File: src/rtl/mem_arb_pkg.sv
// Shared types and constants for the two-requester main-memory arbiter.
package mem_arb_pkg;

  // Words delivered by memory for one cache block fill.
  localparam int FILL_WORDS = 8;
  // Fill counter width: wide enough to hold the value FILL_WORDS itself.
  localparam int CNT_W = $clog2(FILL_WORDS) + 1;

  // Encoding of the last_owner bit.
  localparam logic OWNER_I = 1'b0;
  localparam logic OWNER_D = 1'b1;

  typedef enum logic [1:0] {
    IDLE    = 2'd0,
    I_FILL  = 2'd1,
    D_FILL  = 2'd2,
    D_WRITE = 2'd3
  } arb_state_e;

  // Returns 1 when the D-cache wins arbitration. A lone requester always
  // wins; on a tie the requester that did not own the port last time wins.
  function automatic logic pick_d(input logic i_req, input logic d_req,
                                  input logic last_owner);
    logic win_d;
    if (d_req && !i_req) begin
      win_d = 1'b1;
    end else if (d_req && i_req) begin
      win_d = (last_owner == OWNER_I);
    end else begin
      win_d = 1'b0;
    end
    return win_d;
  endfunction

endpackage

File: src/rtl/mem_arbiter_fill_word_counter.sv
// Counts returning read words of a block fill and flags the final one.
import mem_arb_pkg::*;

module fill_word_counter #(
  parameter int WORDS = FILL_WORDS,
  parameter int W     = CNT_W
) (
  input  logic         clk_i,
  input  logic         rst_i,
  input  logic         clear_i,
  input  logic         inc_i,
  output logic [W-1:0] count_o,
  output logic         done_o
);

  logic [W-1:0] count_q;
  logic [W-1:0] count_d;

  // Next count: clear wins over increment; hold otherwise.
  always_comb begin
    count_d = count_q;
    if (clear_i) begin
      count_d = {W{1'b0}};
    end else if (inc_i) begin
      count_d = count_q + {{(W-1){1'b0}}, 1'b1};
    end else begin
      count_d = count_q;
    end
  end

  // Count register with synchronous reset.
  always_ff @(posedge clk_i) begin
    if (rst_i) begin
      count_q <= {W{1'b0}};
    end else begin
      count_q <= count_d;
    end
  end

  assign count_o = count_q;
  // High during the cycle that carries the WORDS-th word, so the owner
  // can release on the very next edge.
  assign done_o  = inc_i && !clear_i && (count_q == W'(WORDS - 1));

endmodule

File: src/rtl/mem_arbiter.sv
// Shares the single main-memory port between the I-cache fill path and the
// D-cache fill / write-through path, one whole transaction at a time.
import mem_arb_pkg::*;

module mem_arbiter (
  input  logic        clk_i,
  input  logic        rst_i,
  input  logic        i_req_i,
  input  logic [15:0] i_addr_i,
  input  logic        d_req_i,
  input  logic        d_wrt_i,
  input  logic [15:0] d_addr_i,
  input  logic [15:0] d_wdata_i,
  input  logic        mem_data_valid_i,
  input  logic [15:0] mem_rdata_i,
  output logic        i_grant_o,
  output logic        d_grant_o,
  output logic        i_data_valid_o,
  output logic        d_data_valid_o,
  output logic [15:0] rd_data_o,
  output logic        mem_enable_o,
  output logic        mem_wr_o,
  output logic [15:0] mem_addr_o,
  output logic [15:0] mem_wdata_o
);

  arb_state_e     state_q, state_d;
  logic           last_owner_q, last_owner_d;
  logic           i_grant_q, d_grant_q;
  logic           in_fill_s;
  logic           fill_done_s;
  logic [CNT_W-1:0] fill_count_s;

  assign in_fill_s = (state_q == I_FILL) || (state_q == D_FILL);

  // Counter is held clear outside fills, so it starts at 0 on every entry.
  fill_word_counter #(
    .WORDS (FILL_WORDS),
    .W     (CNT_W)
  ) u_cnt (
    .clk_i   (clk_i),
    .rst_i   (rst_i),
    .clear_i (!in_fill_s),
    .inc_i   (mem_data_valid_i && in_fill_s),
    .count_o (fill_count_s),
    .done_o  (fill_done_s)
  );

  // Arbitration and transaction sequencing.
  always_comb begin
    state_d      = state_q;
    last_owner_d = last_owner_q;
    case (state_q)
      IDLE: begin
        if (i_req_i || d_req_i) begin
          if (pick_d(i_req_i, d_req_i, last_owner_q)) begin
            last_owner_d = OWNER_D;
            state_d      = d_wrt_i ? D_WRITE : D_FILL;
          end else begin
            last_owner_d = OWNER_I;
            state_d      = I_FILL;
          end
        end else begin
          state_d = IDLE;
        end
      end
      I_FILL, D_FILL: begin
        // No early release: a fill ends only when all words have drained.
        if (fill_done_s) begin
          state_d = IDLE;
        end else begin
          state_d = state_q;
        end
      end
      D_WRITE: state_d = IDLE;
      default: state_d = IDLE;
    endcase
  end

  // State, owner history and grant registers.
  always_ff @(posedge clk_i) begin
    if (rst_i) begin
      state_q      <= IDLE;
      last_owner_q <= OWNER_I;
      i_grant_q    <= 1'b0;
      d_grant_q    <= 1'b0;
    end else begin
      state_q      <= state_d;
      last_owner_q <= last_owner_d;
      i_grant_q    <= (state_d == I_FILL);
      d_grant_q    <= (state_d == D_FILL) || (state_d == D_WRITE);
    end
  end

  // Memory port muxing and read-valid routing from the current owner.
  always_comb begin
    mem_enable_o   = 1'b0;
    mem_wr_o       = 1'b0;
    mem_addr_o     = 16'h0000;
    mem_wdata_o    = 16'h0000;
    i_data_valid_o = 1'b0;
    d_data_valid_o = 1'b0;
    case (state_q)
      I_FILL: begin
        mem_enable_o   = i_req_i;
        mem_addr_o     = i_addr_i;
        i_data_valid_o = mem_data_valid_i;
      end
      D_FILL: begin
        mem_enable_o   = d_req_i;
        mem_addr_o     = d_addr_i;
        d_data_valid_o = mem_data_valid_i;
      end
      D_WRITE: begin
        mem_enable_o = 1'b1;
        mem_wr_o     = 1'b1;
        mem_addr_o   = d_addr_i;
        mem_wdata_o  = d_wdata_i;
      end
      default: begin
        mem_enable_o = 1'b0;
      end
    endcase
  end

  assign i_grant_o = i_grant_q;
  assign d_grant_o = d_grant_q;
  assign rd_data_o = mem_rdata_i;

endmodule

File: config.mk
export PLATFORM = sky130hd
export DESIGN_NAME = mem_arbiter
export DESIGN_NICKNAME = d
export VERILOG_FILES = /design/src/rtl/mem_arb_pkg.sv /design/src/rtl/mem_arbiter_fill_word_counter.sv /design/src/rtl/mem_arbiter.sv
export SDC_FILE = /design/constraint.sdc
export NUM_CORES = 1
export LEC_CHECK = 0
export BUFFER_PORTS_ARGS = -buffer_cell sky130_fd_sc_hd__buf_2
export CORE_UTILIZATION = 32
export CTS_BUF_LIST = sky130_fd_sc_hd__clkbuf_8 sky130_fd_sc_hd__clkbuf_16
export DETAILED_ROUTE_END_ITERATION = 7
export GPL_ROUTABILITY_DRIVEN = 0
export HOLD_SLACK_MARGIN = 0.12
export MAX_ROUTING_LAYER = met4
export PLACE_DENSITY = 0.91
export SLEW_MARGIN = 20
export SYNTH_ARGS = -nofsm -noshare
export SYNTH_HDL_FRONTEND = slang
export SYNTH_SLANG_ARGS = --single-unit
File: constraint.sdc
create_clock -name clk_i -period 1.7 [get_ports clk_i]
set_input_delay 0.34 -clock clk_i [delete_from_list [all_inputs] [get_ports clk_i]]
set_output_delay 0.34 -clock clk_i [all_outputs]
set_load 0.03 [all_outputs]
==> metrics.md <==
| Metric | Value |
|---|---|
| Outcome | finished with violations |
| Violated checks | DRC, setup timing |
| Vias in the first global route | about 1200 |
| Initial Utilization | between 30% and 40% |
| H-Tree Level Count | 1 |
| Finished Layout Cells | about 240 |
| Die width | 57.65 um |
| Number of cell rows | 19 |
| Seq/Total Area, Yosys | 16.16% |
| Worst min path class | primary input to register |
| Total track usage | roughly 22% |
| Hold Path End | state_q[1]$_SDFF_PP0_ |
| Dominant cell type by area after synthesis | dfxtp_1 |
| Crit Path Max Fanout | 8 |
| Synth Warn # | 0 |
| Register area | 167.7 sq um |
| Fillers | around 200 |
| Worst setup SP type | register |
| WL/cell | ~16 um |
| Die Height | 57.65 um |
| Arrival time worst endpoint | around 1.6 ns |
| CTS buffer count | 3 |
| Worst reg-to-reg path cell count | 7 |
| Worst EP required | approximately 1.4 ns |
| Yosys cell types | 33 |
| Final slew viol count | 0 |
| Post-DRT Antenna Nets | 0 |
| Hold Vio Cnt, Final | 0 |
| Crit path cell chain | buf_6 -> ha_4 -> bufbuf_16 -> a22oi_2 -> nor2_1 -> buf_4 |
| Fraction of layout cells with a size suffix above 1 | roughly three quarters |
| CTS tree | done |
| Crit end category | output pin |
| Vias | about 1200 |
| Final design utilization | 65.39% |
| Fmax | ~0.5 GHz |
| Nets | 290 |
| #FFs+latches synth | 8 |
| WL final | between 3000 and 4000 um |
| Final worst path period share | 115.0% |
| Worst slew pin tran | about 0.37 ns |
| DRT Pass-1 Iters | 6 |
| # port buffers | 91 |
| DRT iter0 DRCs | around 90 |
| DP Cell Count | around 230 |
| Setup TNS | -3.528 ns |
| Synth top cells by count | nor2_1 (22), buf_4 (16), and2_1 (12) |
| Mapped Nets | between 150 and 200 |
| Initial antenna violation count | 0 |
| Post-synth EDFFs | 0 |
| Rel. slew slack | between 70% and 80% |
| Worst r2r src | state_q[1]$_SDFF_PP0_ |
| Asr flop ratio synth | 0% |
| Total grt overflow | 0 |
| Worst Setup Path Type | register to output pin |
| Clk sinks | 8 |
| Number of max-cap violations | 0 |
| FF-to-FF End | i_grant_o$_SDFF_PP0_ |
| CTS max path bufs | 2 |
| P_leak | ~0.9 nW |
| Most common cell in the netlist | nor2_1 |
| Pin count of the biggest net entering global routing | 19 |
| Final setup fails | 18 |
| RSZ-0062 raised after global routing | true |
| Slowest CP cell | dfxtp_4 |
| Hold Crit Start | rst_i |
| HPWL after detailed placement | approximately 2300 um |
| Tmin final | 1.955 ns |
| Most used flip-flop cell after synthesis | dfxtp_1 |
| Origin of the worst setup path | state_q[0]$_SDFF_PP0_ |
| I/O pin count | roughly 120 |
| First-pass GRT wire length | around 5500 um |
| Yosys top cell area share | 16.16% |
| IR drop worst, VDD | approximately 290 uV |
| Min-Delay Path Depth | 2 |
| Multi-input logic area | approximately 790 sq um |
| Worst skew pair latency | ~0.24 ns |
| Worst-path clk slew | ~0.040 ns |
| Diodes inserted | 0 |
| FF-to-FF setup slack | 0.08 ns |
| CP max stage delay | between 0.3 and 0.4 ns |
| Root Driver | clkbuf_8 |
| Total power | 1.348 mW |
| Die area | 3324 sq um |
| Area growth syn-to-layout | 88.26% |
| DRC viols | 10 |
| Mapped cell area | approximately 1000 sq um |
| Synthesized area per cell | about 8.3 sq um |
| Cell count after synthesis | approximately 120 |
| Dominant cells by area after synthesis | dfxtp_1 (16%), buf_4 (12%), a22oi_2 (11%) |
| Via/cell ratio | between 4 and 5 |
| Setup WS post-layout | -0.2546 ns |
| Power Dens Cells | between 700 and 800 nW/um^2 |
| Worst Clk Skew | between 0.004 and 0.005 ns |
| Core Area | 2853 sq um |
[cell families after synthesis]
kind of cell | synth area share (%)
muxes | 1.010
AOI/OAI and AO/OA | 24.37
buffers and inverters | 21.34
and+or+nand+nor | 26.89
adders and majority gates | 7.576
xor gates and xnor gates | 2.652
DFF | 16.16
[area by class of cell]
class	instances	share of cell area (%)
Tap cell	31	2.079
Timing Repair Buffer	114	43.06
Inverter	3	0.8719
Sequential cell	8	8.987
Clock buffer	3	2.213
Multi-Input combinational cell	84	42.59
Clock inverter	1	0.2012
[power breakdown]
part | leakage [nW] | switching [mW] | total, mW | internal [mW]
Clock | 0.0269 | 0.0854 | 0.243 | 0.157
Combinational | 0.813 | 0.440 | 0.877 | 0.436
Sequential | 0.0667 | 0.0231 | 0.229 | 0.205
Total | 0.907 | 0.549 | 1.35 | 0.799
[worst max-delay path: cells and delay by family (launching register included)]
kind                       cells  cell delay, ns
AOI/OAI and AO/OA              1            0.20
adders and majority gates      1            0.17
buffers and inverters          3            0.58
and+or+nand+nor                1            0.07
DFF                            1            0.36
[state kept, by name, indices dropped and copies added, names as in the netlist]
signal,cells
u_cnt.count_o,4
state_q,2
i_grant_o,1
last_owner_q,1
[metal layers]
metal | GRT usage, % | part of all wire [%] | up-vias
li1 | - | - | 584
met1 | 21.35 | 35 | 545
met2 | 41.36 | 53 | 74
met3 | 6.696 | 9.0 | 14
met4 | 10.54 | 3.6 | 0
met5 | - | 0 | -
[how the worst max path moves through the flow]
stage / endpoint / slack [ns] / cells past startpoint
3_3_place_gp: mem_addr_o[5] / -0.02 / 7
4_1_cts: mem_addr_o[9] / -0.21 / 7
6_report: mem_addr_o[15] / -0.25 / 6
2_1_floorplan: mem_addr_o[11] / -0.17 / 5
3_5_place_dp: mem_addr_o[9] / -0.09 / 7
5_1_grt: mem_addr_o[12] / -0.28 / 7
[per-stage QoR]
step | worst slack (ns) | hold slack, ns | cell area (sq um)
3_3_place_gp | -0.01849 | 0.4821 | 1521
5_1_grt | -0.2843 | 0.3395 | 1866
2_1_floorplan | -0.1668 | 0.4027 | 1096
6_report | -0.2546 | 0.3277 | 1866
4_1_cts | -0.2118 | 0.3242 | 1792
3_5_place_dp | -0.08606 | 0.4814 | 1521
[cell usage in the layout, fill, tap and decap left out, types with 3 or more instances in the layout]
cell type,count
a22oi_2,15
and2_2,6
ha_4,4
buf_4,19
nor2_1,11
nor2_4,10
buf_12,3
buf_2,73
buf_6,18
dfxtp_1,6
clkbuf_8,3
and2_1,11
[what timing repair did]
action,in CTS,in global routing
gates cloned,1,0
setup endpoints to repair,18,22
pin swaps,20,12
setup buffers,3,6
gates resized for setup,48,6
hold buffers,0,0
Note: power is estimated with default switching activity, not from simulation.
